$ cat src/rtl/trace_pkg.sv
// Shared definitions for the commit trace record stream.
// Both the encoder and the trace readers import this package, so it is the
// single source of the record layout and type codes.
//   REC_W      : width of one packed trace record (109 bits)
//   *_LSB/_BIT : field offsets inside a record
//   trace_type_e : record type codes 1..4
package trace_pkg;

  localparam int REC_W     = 109;
  localparam int TYPE_LSB  = 106;  // [108:106] record type
  localparam int PC_LSB    = 74;   // [105:74]  PC of retiring instruction
  localparam int AUX_LSB   = 42;   // [73:42]   Address / next_pc / 0
  localparam int DATA_LSB  = 10;   // [41:10]   Write_data / RF_wdata / 0
  localparam int WADDR_LSB = 5;    // [9:5]     RF_waddr
  localparam int STRB_LSB  = 1;    // [4:1]     Write_strb
  localparam int MRD_BIT   = 0;    // [0]       MemRead

  typedef enum logic [2:0] {
    TT_NONE   = 3'd0,
    TT_ALU    = 3'd1,  // register write, no store
    TT_STORE  = 3'd2,  // memory write
    TT_BRANCH = 3'd3,  // no register write, no store (branches, fences, ...)
    TT_JUMP   = 3'd4   // jal/jalr with link register write
  } trace_type_e;

endpackage

$ cat src/rtl/trace_fifo.sv
// Synchronous record FIFO for the commit trace encoder.
// Pointers carry one extra wrap bit so full and empty are told apart
// without a separate occupancy register.
// Ports:
//   clk, resetn : clock, asynchronous active-low reset (empties the FIFO)
//   push, wdata : write request and record; refused only when full with no pop
//   pop         : read request; ignored when empty
//   rdata       : head record, forced to 0 while empty
//   valid       : FIFO non-empty
//   count       : current occupancy (0..DEPTH)
module trace_fifo #(
  parameter int WIDTH = 109,
  parameter int DEPTH = 8
) (
  input  logic                     clk,
  input  logic                     resetn,
  input  logic                     push,
  input  logic [WIDTH-1:0]         wdata,
  input  logic                     pop,
  output logic [WIDTH-1:0]         rdata,
  output logic                     valid,
  output logic [$clog2(DEPTH):0]   count
);

  localparam int AW = $clog2(DEPTH);

  logic [AW:0]      wr_ptr, rd_ptr;
  logic [WIDTH-1:0] mem [DEPTH];
  logic             empty, full, do_push, do_pop;

  assign empty   = (wr_ptr == rd_ptr);
  assign full    = (wr_ptr[AW] != rd_ptr[AW]) && (wr_ptr[AW-1:0] == rd_ptr[AW-1:0]);
  assign do_pop  = pop & ~empty;
  // A pop in the same cycle frees the slot, so a full FIFO still takes the push.
  assign do_push = push & (~full | do_pop);

  assign count = wr_ptr - rd_ptr;
  assign valid = ~empty;
  // Zero while empty so reset clears the visible record without resetting storage.
  assign rdata = empty ? '0 : mem[rd_ptr[AW-1:0]];

  always_ff @(posedge clk or negedge resetn) begin
    if (!resetn) begin
      wr_ptr <= '0;
      rd_ptr <= '0;
    end else begin
      if (do_push) wr_ptr <= wr_ptr + 1'b1;
      if (do_pop)  rd_ptr <= rd_ptr + 1'b1;
    end
  end

  // Storage holds data only; it needs no reset.
  always_ff @(posedge clk) begin
    if (do_push) mem[wr_ptr[AW-1:0]] <= wdata;
  end

endmodule

$ cat src/rtl/commit_trace_encoder.sv
// Commit trace encoder: classifies each retiring instruction, packs it into a
// 109-bit trace record and buffers it in trace_fifo for a ready/valid consumer.
// Optional feature macro: TRACE_BACKPRESSURE_EN
//   defined   : cpu_stall asks the core to hold retirement near full; no drops counted
//   undefined : no cpu_stall port; overflowing commits are dropped and counted
// Ports:
//   clk, resetn              : clock, asynchronous active-low reset
//   commit_valid             : one instruction retires this cycle
//   PC, next_pc              : PC of retiring / following instruction
//   RF_wen/RF_waddr/RF_wdata : register-file write of the retiring instruction
//   MemWrite, MemRead        : memory strobes
//   Address/Write_strb/Write_data : store address, byte strobes, data
//   is_jump                  : retiring instruction is jal/jalr
//   trace_valid/ready/data   : record stream (head of FIFO)
//   drop_cnt                 : saturating count of dropped records
//   cpu_stall                : retirement hold request (backpressure build only)
module commit_trace_encoder
  import trace_pkg::*;
#(
  parameter int FIFO_DEPTH = 8
) (
  input  logic             clk,
  input  logic             resetn,
  input  logic             commit_valid,
  input  logic [31:0]      PC,
  input  logic [31:0]      next_pc,
  input  logic             RF_wen,
  input  logic [4:0]       RF_waddr,
  input  logic [31:0]      RF_wdata,
  input  logic             MemWrite,
  input  logic             MemRead,
  input  logic [31:0]      Address,
  input  logic [3:0]       Write_strb,
  input  logic [31:0]      Write_data,
  input  logic             is_jump,
  output logic             trace_valid,
  input  logic             trace_ready,
  output logic [REC_W-1:0] trace_data,
  output logic [15:0]      drop_cnt
`ifdef TRACE_BACKPRESSURE_EN
  ,
  output logic             cpu_stall
`endif
);

  localparam int AW = $clog2(FIFO_DEPTH);

  trace_type_e      ttype_p0;
  logic [REC_W-1:0] rec_p0;
  logic             pop;
  logic [AW:0]      count;

  always_comb begin
    ttype_p0 = TT_BRANCH;
    if (MemWrite)              ttype_p0 = TT_STORE;
    else if (is_jump && RF_wen) ttype_p0 = TT_JUMP;
    else if (RF_wen)           ttype_p0 = TT_ALU;
  end

  always_comb begin
    rec_p0 = '0;
    rec_p0[TYPE_LSB +: 3] = ttype_p0;
    rec_p0[PC_LSB +: 32]  = PC;
    case (ttype_p0)
      TT_STORE: begin
        rec_p0[AUX_LSB +: 32]  = Address;
        rec_p0[DATA_LSB +: 32] = Write_data;
        rec_p0[STRB_LSB +: 4]  = Write_strb;
      end
      TT_JUMP: begin
        rec_p0[AUX_LSB +: 32]  = next_pc;
        rec_p0[DATA_LSB +: 32] = RF_wdata;
        rec_p0[WADDR_LSB +: 5] = RF_waddr;
      end
      TT_ALU: begin
        rec_p0[DATA_LSB +: 32] = RF_wdata;
        rec_p0[WADDR_LSB +: 5] = RF_waddr;
        rec_p0[MRD_BIT]        = MemRead;
      end
      default: begin
        rec_p0[AUX_LSB +: 32]  = next_pc;
      end
    endcase
  end

  assign pop = trace_valid & trace_ready;

  // ---- stage boundary: record registered into the FIFO, visible next cycle ----
  trace_fifo #(
    .WIDTH (REC_W),
    .DEPTH (FIFO_DEPTH)
  ) u_fifo (
    .clk    (clk),
    .resetn (resetn),
    .push   (commit_valid),
    .wdata  (rec_p0),
    .pop    (pop),
    .rdata  (trace_data),
    .valid  (trace_valid),
    .count  (count)
  );

`ifdef TRACE_BACKPRESSURE_EN
  localparam logic [AW:0] STALL_CNT = (AW+1)'(FIFO_DEPTH - 1);

  // Stall one entry early so the commit already in flight still fits.
  assign cpu_stall = (count >= STALL_CNT);
  assign drop_cnt  = '0;
`else
  localparam logic [AW:0] FULL_CNT = (AW+1)'(FIFO_DEPTH);

  logic full_p0;

  function automatic logic [15:0] sat_inc16(input logic [15:0] v);
    return (v == 16'hFFFF) ? v : v + 16'd1;
  endfunction

  assign full_p0 = (count == FULL_CNT);

  always_ff @(posedge clk or negedge resetn) begin
    if (!resetn)
      drop_cnt <= '0;
    else if (commit_valid && full_p0 && !pop)
      drop_cnt <= sat_inc16(drop_cnt);
  end
`endif

endmodule

$ cat config.mk
export PLATFORM = sky130hd
export DESIGN_NAME = commit_trace_encoder
export DESIGN_NICKNAME = d
export VERILOG_FILES = /design/src/rtl/trace_pkg.sv /design/src/rtl/trace_fifo.sv /design/src/rtl/commit_trace_encoder.sv
export SDC_FILE = /design/constraint.sdc
export NUM_CORES = 1
export LEC_CHECK = 0
export BUFFER_PORTS_ARGS = -buffer_cell sky130_fd_sc_hd__buf_2
export CAP_MARGIN = 25
export CORE_MARGIN = 5
export CORE_UTILIZATION = 40
export CTS_CLUSTER_DIAMETER = 50
export CTS_CLUSTER_SIZE = 25
export DETAILED_ROUTE_END_ITERATION = 8
export PLACE_DENSITY = 0.62
export REMOVE_ABC_BUFFERS = 1
export SLEW_MARGIN = 0
export SYNTH_ARGS = -nofsm -noshare
export SYNTH_HDL_FRONTEND = slang
export SYNTH_SLANG_ARGS = --single-unit
$ cat constraint.sdc
create_clock -name clk -period 31.8 [get_ports clk]
set_input_delay 0 -clock clk [delete_from_list [all_inputs] [get_ports clk]]
set_output_delay 0 -clock clk [all_outputs]
set_load 0.02 [all_outputs]
==> reports/results.txt, run 1 <==
commonest non-fill, non-tap cells in the layout: edfxtp_1, buf_2, nand2_1
Post-Syn Area: 0.03494 sq mm
Synth Area per Inst: 19.56 sq um
Max Fclk: 193.9 MHz
area delta synth->final: 22.48%
drt pass-1 iters: 5
maxcap violations: 0
Final min period: 5.159 ns
Final Power: 0.004045 W
clock sinks: 896
P_leak: 14.71 nW
CTS clk-pin slew, worst paths: 0.06 ns
worst path arrival time: 5.16 ns
Remaining Overflow, GRT: 0
Worst-Margin Slew: 1.117 ns
Post-synth ARST share: 0.02679
required time worst endpoint: 31.80 ns
final WL: 84,020 um
synth warn: 0
final setup margin: 26.64 ns
pins over their slew limit: 0
Worst Hold Depth: 3
RD Place Congestion: 0.7226
fin nets: 2,460
Pint: 0.002618 W
Final Cycle Share: 0.1622
CTS tree: done
slew margin rel.: 0.2551
Clock Latency Late Sink: 0.65 ns
Worst setup SP type: flop
Final Skew: 0.03437 ns
number of DRC markers in iteration 0: 1,462
kind of end point of the critical path: output pin
CTS H-tree lvls: 3
Hold Buf Count CTS: 133
status: finished clean
CTS root buffer: clkbuf_16
share of cells above drive strength 1: 0.3182
vias in the first global route: 19,590
residual DRC count: 0
CTS Buffer Depth: 3
register area share after synthesis: 0.7666
initial antenna violation count: 1
IO Count: 303
number of flops mapped to enable cells by yosys: 872
Die Span Y: 305.6 um
Core Area: 0.08675 sq mm
post-synth top area share: 0.7494
Crit Path Category: flop to output pin
via/cell ratio: 5.295
routed via count: 18,600
cell taking the most area after synthesis: edfxtp_1
largest net degree at the start of global routing: 169
Psw: 0.001427 W
flops & latches, synth: 896
RSZ-0062 raised after global routing: false
Initial Utilization: 0.4028
pwr dens: 94.52 mW/mm^2
Top FF cell, synth: edfxtp_1
Sequential Power Share: 0.389
global-route wire length before repair: 126,000 um
Worst Path Max Fanout: 45
antenna-violating nets left: 0
worst vdd ir: 88.40 uV
setup TNS: 0 ns
Total GRT Usage: 0.1772
commonest non-fill, non-tap cell in the layout: edfxtp_1
die area: 0.09337 sq mm
CTS resizes: 0
I/O Buffers: 302
worst hold path class: input port to flop
number of buffers created by CTS: 90
die width: 305.6 um
power share of the clock group: 0.275
Post-CTS Setup Inserts: 0
Mapped Cells: 1,786
Placement Setup Slack: 26.65 ns
Synth area leaders: edfxtp_1, mux4_2, nand2_1, dfrtp_1, a21oi_1
Comb power frac: 0.336
final setup violation count: 0
HPWL Detailed: 46,970 um
post-synth cell types: 32
# rows: 108
Final Hold Fails: 0
Sw Share: 0.3527
Reg2Reg Depth: 7
average wire per standard cell: 23.92 um
registers in the layout (all words and copies together), names as in the netlist:
register and count:
u_fifo.rd_ptr 4, drop_cnt 16, u_fifo.mem 872, u_fifo.wr_ptr 4
area by class of cell:
cell class,instances,area (sq um)
antenna,4,10.01
clock buffer,97,2321
clock inverter,72,878.3
multi-input combinational,777,7769
fill,7164,43960
sequential,896,26800
tap,1155,1445
timing repair buffer,505,3548
inverter,7,28.78
final timing paths:
path	from	endpoint	slack [ns]
min in group asynchronous	resetn	drop_cnt[7]$_DFFE_PN0P_	0.40
hold reg to reg	drop_cnt[11]$_DFFE_PN0P_	drop_cnt[11]$_DFFE_PN0P_	0.51
setup / recovery	u_fifo.rd_ptr[0]$_DFFE_PN0P_	trace_data[11]	26.64
setup reg to reg	u_fifo.rd_ptr[2]$_DFFE_PN0P_	u_fifo.mem[5][21]$_DFFE_PP_	26.77
hold / removal	RF_wdata[27]	u_fifo.mem[3][37]$_DFFE_PP_	0.02
max in group asynchronous	resetn	u_fifo.rd_ptr[1]$_DFFE_PN0P_	31.22
synthesized netlist by cell type (all sizes together) (2+ instances only):
library cell / instances
ha: 6
buf: 42
o21ai: 29
dfrtp: 24
nand3: 14
nor2: 6
xnor2: 17
and2: 9
a22o: 35
inv: 7
nor3: 5
a21oi: 114
mux4: 218
nand2: 293
nor4: 2
and3: 6
edfxtp: 872
clkbuf: 64
mux2: 3
nand4: 7
xor2: 4
power by group through the flow:
stage | logic, W | registers, W | clock network, W
after floorplan | 0.000965 | 0.00170 | 0
after global placement | 0.00135 | 0.00159 | 0
after detailed placement | 0.00137 | 0.00160 | 0
after CTS | 0.00139 | 0.00158 | 0.00114
after global routing | 0.00147 | 0.00159 | 0.00119
final | 0.00136 | 0.00157 | 0.00111
kinds of logic after synthesis:
kind of cell | Yosys count | share of synthesized area
AND/OR/NAND/NOR | 347 | 0.04028
adder cells (fa/ha/maj) | 6 | 0.002148
buffers and inverters | 113 | 0.01293
XOR/XNOR | 22 | 0.005944
AO/OA/AOI/OAI | 181 | 0.03054
multiplexers | 221 | 0.1416
flip-flops | 896 | 0.7666
per-stage QoR:
| stage | util | area, sq um | instances | hold WS, ns |
|---|---|---|---|---|
| floorplan | - | 34520 | 1680 | -0.2956 |
| global route | 0.4932 | 42790 | 3509 | 0.04119 |
| CTS | 0.4894 | 42460 | 3475 | 0.001613 |
| global placement | 0.4355 | 37780 | 3166 | 0.03036 |
| detailed placement | 0.4371 | 37920 | 3173 | 0.03550 |
| finish | 0.4933 | 42800 | 3513 | 0.01773 |
metal layers:
| metal | routed length (um) | track usage | vias to the layer above |
|---|---|---|---|
| met5 | 0 | 0 | - |
| met4 | 1411 | 0.03981 | 0 |
| met3 | 4704 | 0.02804 | 88 |
| met2 | 41430 | 0.2941 | 531 |
| met1 | 36480 | 0.2516 | 9802 |
| li1 | - | - | 8179 |
worst max-delay path, cell delays in order (launching register included):
cell and delay, ns:
dfrtp_4 0.95, buf_4 0.77, buf_4 0.81, buf_4 0.49, buf_16 0.32, mux4_2 0.54
nand2_1 0.08, a21oi_1 0.17, buf_2 0.26
Power figures use the tool's default switching activity.
==> run 2: changes to the inputs <==
- ABC_AREA: default -> 1
- clock period: 31.8 -> 5.3 ns (I/O delays scaled with it)
==> reports/results.txt, run 2 <==
status: finished clean
final WL: 93,410 um (+11%)
Initial Utilization: 0.4017 (-0.001061)
Final Cycle Share: 0.7474
global-route wire length before repair: 142,200 um (+13%)
Final Skew: 0.02423 ns (-0.01014 ns)
worst hold path class: input port to flop
I/O Buffers: 302 (unchanged)
RSZ-0062 raised after global routing: false
initial antenna violation count: 1 (unchanged)
dpl cells: 4,388 (+38%)
share of cells above drive strength 1: 0.1515 (-0.1667)
number of antenna diodes: 0 (-4)
P_leak: 15.88 nW (+8.0%)
register area share after synthesis: 0.7307 (-0.03582)
pwr dens: 584.5 mW/mm^2 (+520%)
CTS tree: done
synth cell count leaders: edfxtp_1, nor2_1, o21ai_0
slew margin rel.: 0.2835 (+0.02840)
worst path arrival time: 3.96 ns (-1.20 ns)
CTS clk-pin slew, worst paths: 0.06 ns (about the same)
Worst Path Max Fanout: 59 (+31%)
routed via count: 24,460 (+31%)
worst vdd ir: 399.2 uV (+350%)
Final Hold Fails: 0 (unchanged)
design area: 0.04402 sq mm (+2.9%)
count leader, synth: edfxtp_1
final setup violation count: 0 (unchanged)
Remaining Overflow, GRT: 0 (unchanged)
drt pass-1 iters: 5 (unchanged)
CTS Buffer Depth: 3 (unchanged)
placed inst area: 0.03928 sq mm (+3.6%)
Crit Path Category: flop to output pin
number of flops mapped to enable cells by yosys: 872 (unchanged)
via/cell ratio: 5.206 (-1.7%)
Worst setup SP type: flop
Synth Area per Inst: 11.98 sq um (-39%)
fin nets: 3,617 (+47%)
top sig layer: met4
die area: 0.09779 sq mm (+4.7%)
area delta synth->final: 20.08%
post-synth cell types: 31 (-3.1%)
CTS root buffer: clkbuf_16
vias in the first global route: 23,770 (+21%)
number of buffers created by CTS: 91 (+1.1%)
RD Place Congestion: 0.7434 (+2.9%)
number of DRC markers in iteration 0: 2,089 (+43%)
Finished Layout Cells: 4,698 (+34%)
r2r setup slk: 1.35 ns (-25.42 ns)
setup TNS: 0 ns (unchanged)
Max Fclk: 252.5 MHz
post-synth top area share: 0.7144 (-0.03502)
clock sinks: 896 (unchanged)
Top FF cell, synth: edfxtp_1
met2 wire len: 45,170 um (+9.0%)
max reg flops: 872 (unchanged)
final core utilization: 0.4824 (-0.01092)
cell taking the most area after synthesis: edfxtp_1
Slowest-stage cell, CP: dfrtp_4
Clock Latency Late Sink: 0.63 ns (-0.02 ns)
# rows: 111 (+2.8%)
Post-Route M1 WL: 41,400 um (+13%)
Placement Setup Slack: 1.327 ns (-25.32 ns)
required time worst endpoint: 5.30 ns (-26.50 ns)
Synth area leaders: edfxtp_1, nor2_1, o21ai_0, nand2_1, o211ai_1
final setup margin: 1.339 ns (-25.30 ns)
fillcell total: 7,999 (+12%)
Die Span Y: 312.7 um (+2.3%)
crit path cell chain: inv_4 > ha_1 > nand2_1 > nor2_1 > nand3_4 > buf_4 > nand2_1 > nor2_1 > buf_2
residual DRC count: 0 (unchanged)
largest net degree at the start of global routing: 180 (+6.5%)
IO Count: 303 (unchanged)
CTS H-tree lvls: 3 (unchanged)
Total GRT Usage: 0.1848 (+0.007607)
flops & latches, synth: 896 (unchanged)
HPWL Detailed: 50,470 um (+7.5%)
commonest non-fill, non-tap cells in the layout: edfxtp_1, nor2_1, o21ai_0
antenna-violating nets left: 0 (unchanged)
kind of end point of the critical path: output pin
pins over their slew limit: 0 (unchanged)
Core Area: 0.09125 sq mm (+5.2%)
commonest non-fill, non-tap cell in the layout: edfxtp_1
Mapped Cells: 3,060 (+71%)
Final min period: 3.961 ns
Met3 Routed Length: 4825 um (+2.6%)
synth warn: 0 (unchanged)
Post-synth ARST share: 0.02679 (unchanged)
CTS resizes: 0 (unchanged)
Post-Syn Area: 0.03666 sq mm (+4.9%)
maxcap violations: 0 (unchanged)
average wire per standard cell: 19.88 um (-17%)
Crit path largest cell delay: 0.87 ns (-0.08 ns)
storage element area: 0.02680 sq mm (unchanged)
die width: 312.7 um (+2.3%)
multi-input logic area: 0.008717 sq mm (+12%)
Worst-Margin Slew: 1.063 ns (-0.05384 ns)
run 2: cell types whose count changed after synthesis, moves of 22 or more:
cell      delta
o211ai_1   +109
o21ai_0    +434
buf_2       +22
nor2_1     +792
clkbuf_1    +63
o22ai_1    +109
a22o_1      -35
a21oi_1    -113
nand3_1     +37
inv_1       +60
mux4_2     -218
run 2: through the flow:
stage | hold slack [ns] | power [W]
floorplan | -0.2956 | 0.01560
global placement | 0.06532 | 0.01897
detailed placement | 0.08325 | 0.01906
CTS | 0.0006622 | 0.02605
global route | 0.03777 | 0.02727
finish | 0.01212 | 0.02573
run 2: per-layer routing:
| layer | GRT usage | vias up |
|---|---|---|
| met2 | 0.3099 | 638 |
| met4 | 0.04641 | 0 |
| met1 | 0.2538 | 11980 |
| met5 | 0 | - |
| met3 | 0.03094 | 137 |
| li1 | - | 11700 |
run 2: critical path: cells and delay by family (launching register included):
kind                     cells  cell delay, ns
adder cells (fa/ha/maj)      1            0.41
flip-flops                   1            0.87
buffers and inverters        3            1.31
AND/OR/NAND/NOR              5            0.65
run 2: layout make-up:
cell class	count	area share
Sequential cell	896	0.6088
Multi-Input combinational cell	1892	0.1980
Timing Repair Buffer	484	0.07789
Clock buffer	97	0.05321
Tap cell	1186	0.03371
Clock inverter	74	0.02226
Inverter	69	0.006111
run 2: final timing paths:
path,depth (start not counted),start,to
max in group asynchronous,4,resetn,u_fifo.rd_ptr[1]$_DFFE_PN0P_
min,3,Write_data[30],u_fifo.mem[3][40]$_DFFE_PP_
max reg2reg,10,u_fifo.rd_ptr[1]$_DFFE_PN0P_,u_fifo.mem[5][77]$_DFFE_PP_
max,9,u_fifo.rd_ptr[1]$_DFFE_PN0P_,trace_data[21]
min reg2reg,1,u_fifo.wr_ptr[3]$_DFFE_PN0P_,u_fifo.wr_ptr[3]$_DFFE_PN0P_
min in group asynchronous,4,resetn,drop_cnt[2]$_DFFE_PN0P_
run 2: kinds of logic after synthesis:
family	count (synthesis)	share of synthesized area
buffers and inverters	272	0.03366
AND/OR/NAND/NOR	1183	0.1256
XOR/XNOR	8	0.001912
adder cells (fa/ha/maj)	6	0.002048
AO/OA/AOI/OAI	695	0.1061
flip-flops	896	0.7307
run 2: repair_timing:
action | 4_1_cts | 5_1_grt
hold endpoints to repair | 805 | 8
buffers inserted | 0 | 0
hold buffers | 135 | 2
run 2: report_power, final:
group	switching [W]	leakage [nW]	internal (W)
Sequential	0.000352	8.29	0.00888
Combinational	0.00693	5.99	0.00269
Clock	0.00310	1.60	0.00378
==> run 3: changes to the inputs <==
- ABC_AREA: 1 -> 0
- clock period: 5.3 -> 3.9 ns (I/O delays scaled with it)
==> reports/results.txt, run 3 (same netlist as run 1, synthesis figures left out) <==
status: finished clean
Final Skew: 0.03163 ns (+0.007396 ns)
drt pass-1 iters: 5 (unchanged)
power share of the clock group: 0.280 (+0.013)
Reg2Reg Depth: 8 (-2)
CTS Buffer Depth: 3 (unchanged)
top sig layer: met4
Die Span Y: 305.6 um (-2.3%)
Final Cycle Share: 0.8992
Final min period: 3.507 ns
die area: 0.09337 sq mm (-4.5%)
# rows: 108 (-2.7%)
HPWL Detailed: 44,220 um (-12%)
storage element area: 0.02680 sq mm (unchanged)
average wire per standard cell: 23.18 um (+17%)
vias in the first global route: 19,690 (-17%)
worst path arrival time: 3.51 ns (-0.45 ns)
Sw Share: 0.3461 (-0.05741)
Post-CTS Setup Inserts: 0 (unchanged)
share of cells above drive strength 1: 0.3177 (+0.1662)
global-route wire length before repair: 123,100 um (-13%)
pins over their slew limit: 0 (unchanged)
Clock Latency Late Sink: 0.65 ns (+0.02 ns)
I/O Buffers: 302 (unchanged)
initial antenna violation count: 1 (unchanged)
Crit Path Category: flop to output pin
Final Hold Fails: 0 (unchanged)
slew margin rel.: 0.2995 (+0.01590)
die width: 305.6 um (-2.3%)
CTS tree: done
CTS clk-pin slew, worst paths: 0.07 ns (about the same)
CTS root buffer: clkbuf_16
Initial Utilization: 0.4028 (+0.001061)
met2 wire len: 39,060 um (-14%)
area delta synth->final: 22.75%
Max Fclk: 285.2 MHz
clock sinks: 896 (unchanged)
CTS H-tree lvls: 3 (unchanged)
RD Place Congestion: 0.7166 (-3.6%)
Met3 Routed Length: 4851 um (+0.54%)
Core Area: 0.08675 sq mm (-4.9%)
final core utilization: 0.4944 (+0.01199)
hold slack: 0.01891 ns (+0.006795 ns)
antenna-violating nets left: 0 (unchanged)
design area: 0.04289 sq mm (-2.6%)
Psw: 0.01144 W (+10%)
Worst setup SP type: flop
residual DRC count: 0 (unchanged)
Worst Path Max Fanout: 56 (-5.1%)
pwr dens: 770.6 mW/mm^2 (+32%)
commonest non-fill, non-tap cells in the layout: edfxtp_1, buf_2, nand2_1
maxcap violations: 0 (unchanged)
final setup violation count: 0 (unchanged)
Post-Route M1 WL: 35,740 um (-14%)
setup TNS: 0 ns (unchanged)
IO Count: 303 (unchanged)
required time worst endpoint: 3.90 ns (-1.40 ns)
CTS resizes: 0 (unchanged)
Pint: 0.02161 W (+41%)
Worst Hold Depth: 3 (unchanged)
commonest non-fill, non-tap cell in the layout: edfxtp_1
number of buffers created by CTS: 91 (unchanged)
Remaining Overflow, GRT: 0 (unchanged)
fillcell total: 7,175 (-10%)
multi-input logic area: 0.007769 sq mm (-11%)
final WL: 81,150 um (-13%)
placed inst area: 0.03806 sq mm (-3.1%)
Total GRT Usage: 0.1722 (-0.01261)
P_leak: 14.71 nW (-7.4%)
routed via count: 18,360 (-25%)
fin nets: 2,450 (-32%)
worst hold path class: input port to flop
largest net degree at the start of global routing: 140 (-22%)
number of DRC markers in iteration 0: 1,342 (-36%)
Hold Buf Count CTS: 143 (+5.9%)
Comb power frac: 0.342 (-0.032)
kind of end point of the critical path: output pin
via/cell ratio: 5.245 (+0.74%)
worst vdd ir: 562.8 uV (+41%)
RSZ-0062 raised after global routing: false
max reg flops: 872 (unchanged)
Sequential Power Share: 0.378 (+0.019)
Worst-Margin Slew: 1.040 ns (-0.02361 ns)
run 3: through the flow:
step                cells  total power (W)  setup slack [ns]
finish               3501          0.03305            0.3931
global route         3500          0.03479            0.2212
CTS                  3490          0.03360            0.3246
detailed placement   3176          0.02414            0.6064
global placement     3176          0.02400            0.5995
floorplan            1680          0.01966            -16.66
run 3: final timing paths:
check | start | end | slack, ns
max | u_fifo.rd_ptr[2]$_DFFE_PN0P_ | trace_data[39] | 0.39
min | Write_data[4] | u_fifo.mem[2][14]$_DFFE_PP_ | 0.02
max reg2reg | u_fifo.wr_ptr[0]$_DFFE_PN0P_ | u_fifo.mem[6][35]$_DFFE_PP_ | 0.63
min reg2reg | drop_cnt[11]$_DFFE_PN0P_ | drop_cnt[11]$_DFFE_PN0P_ | 0.50
max in group asynchronous | resetn | u_fifo.rd_ptr[0]$_DFFE_PN0P_ | 3.29
min in group asynchronous | resetn | u_fifo.wr_ptr[1]$_DFFE_PN0P_ | 0.44
run 3: area by class of cell:
type / count / share of cell area
clock buffer: 100 / 0.05511
tap: 1155 / 0.03369
inverter: 7 / 0.0006710
antenna: 1 / 0.00005834
sequential: 896 / 0.6248
multi-input combinational: 777 / 0.1811
timing repair buffer: 494 / 0.08326
clock inverter: 71 / 0.02130
run 3: per-layer routing:
layer	global-route usage	vias up
met5	0	-
met4	0.04234	0
met3	0.03268	92
met2	0.2813	549
met1	0.2432	9544
li1	-	8176
run 3: critical path, cell delays in order (launching register included):
cell and delay (ns):
dfrtp_4 0.48, inv_4 0.06, buf_4 0.65, buf_4 0.81, nand2_1 0.10, a21oi_1 0.45, buf_2 0.26
run 3: power groups by stage:
| stage | sequential, W | clock, W | combinational [W] |
|---|---|---|---|
| 2_1_floorplan | 0.0135 | 0 | 0.00614 |
| 3_3_place_gp | 0.0126 | 0 | 0.0114 |
| 3_5_place_dp | 0.0127 | 0 | 0.0114 |
| 4_1_cts | 0.0125 | 0.00950 | 0.0116 |
| 5_1_grt | 0.0126 | 0.00994 | 0.0122 |
| 6_report | 0.0125 | 0.00925 | 0.0113 |
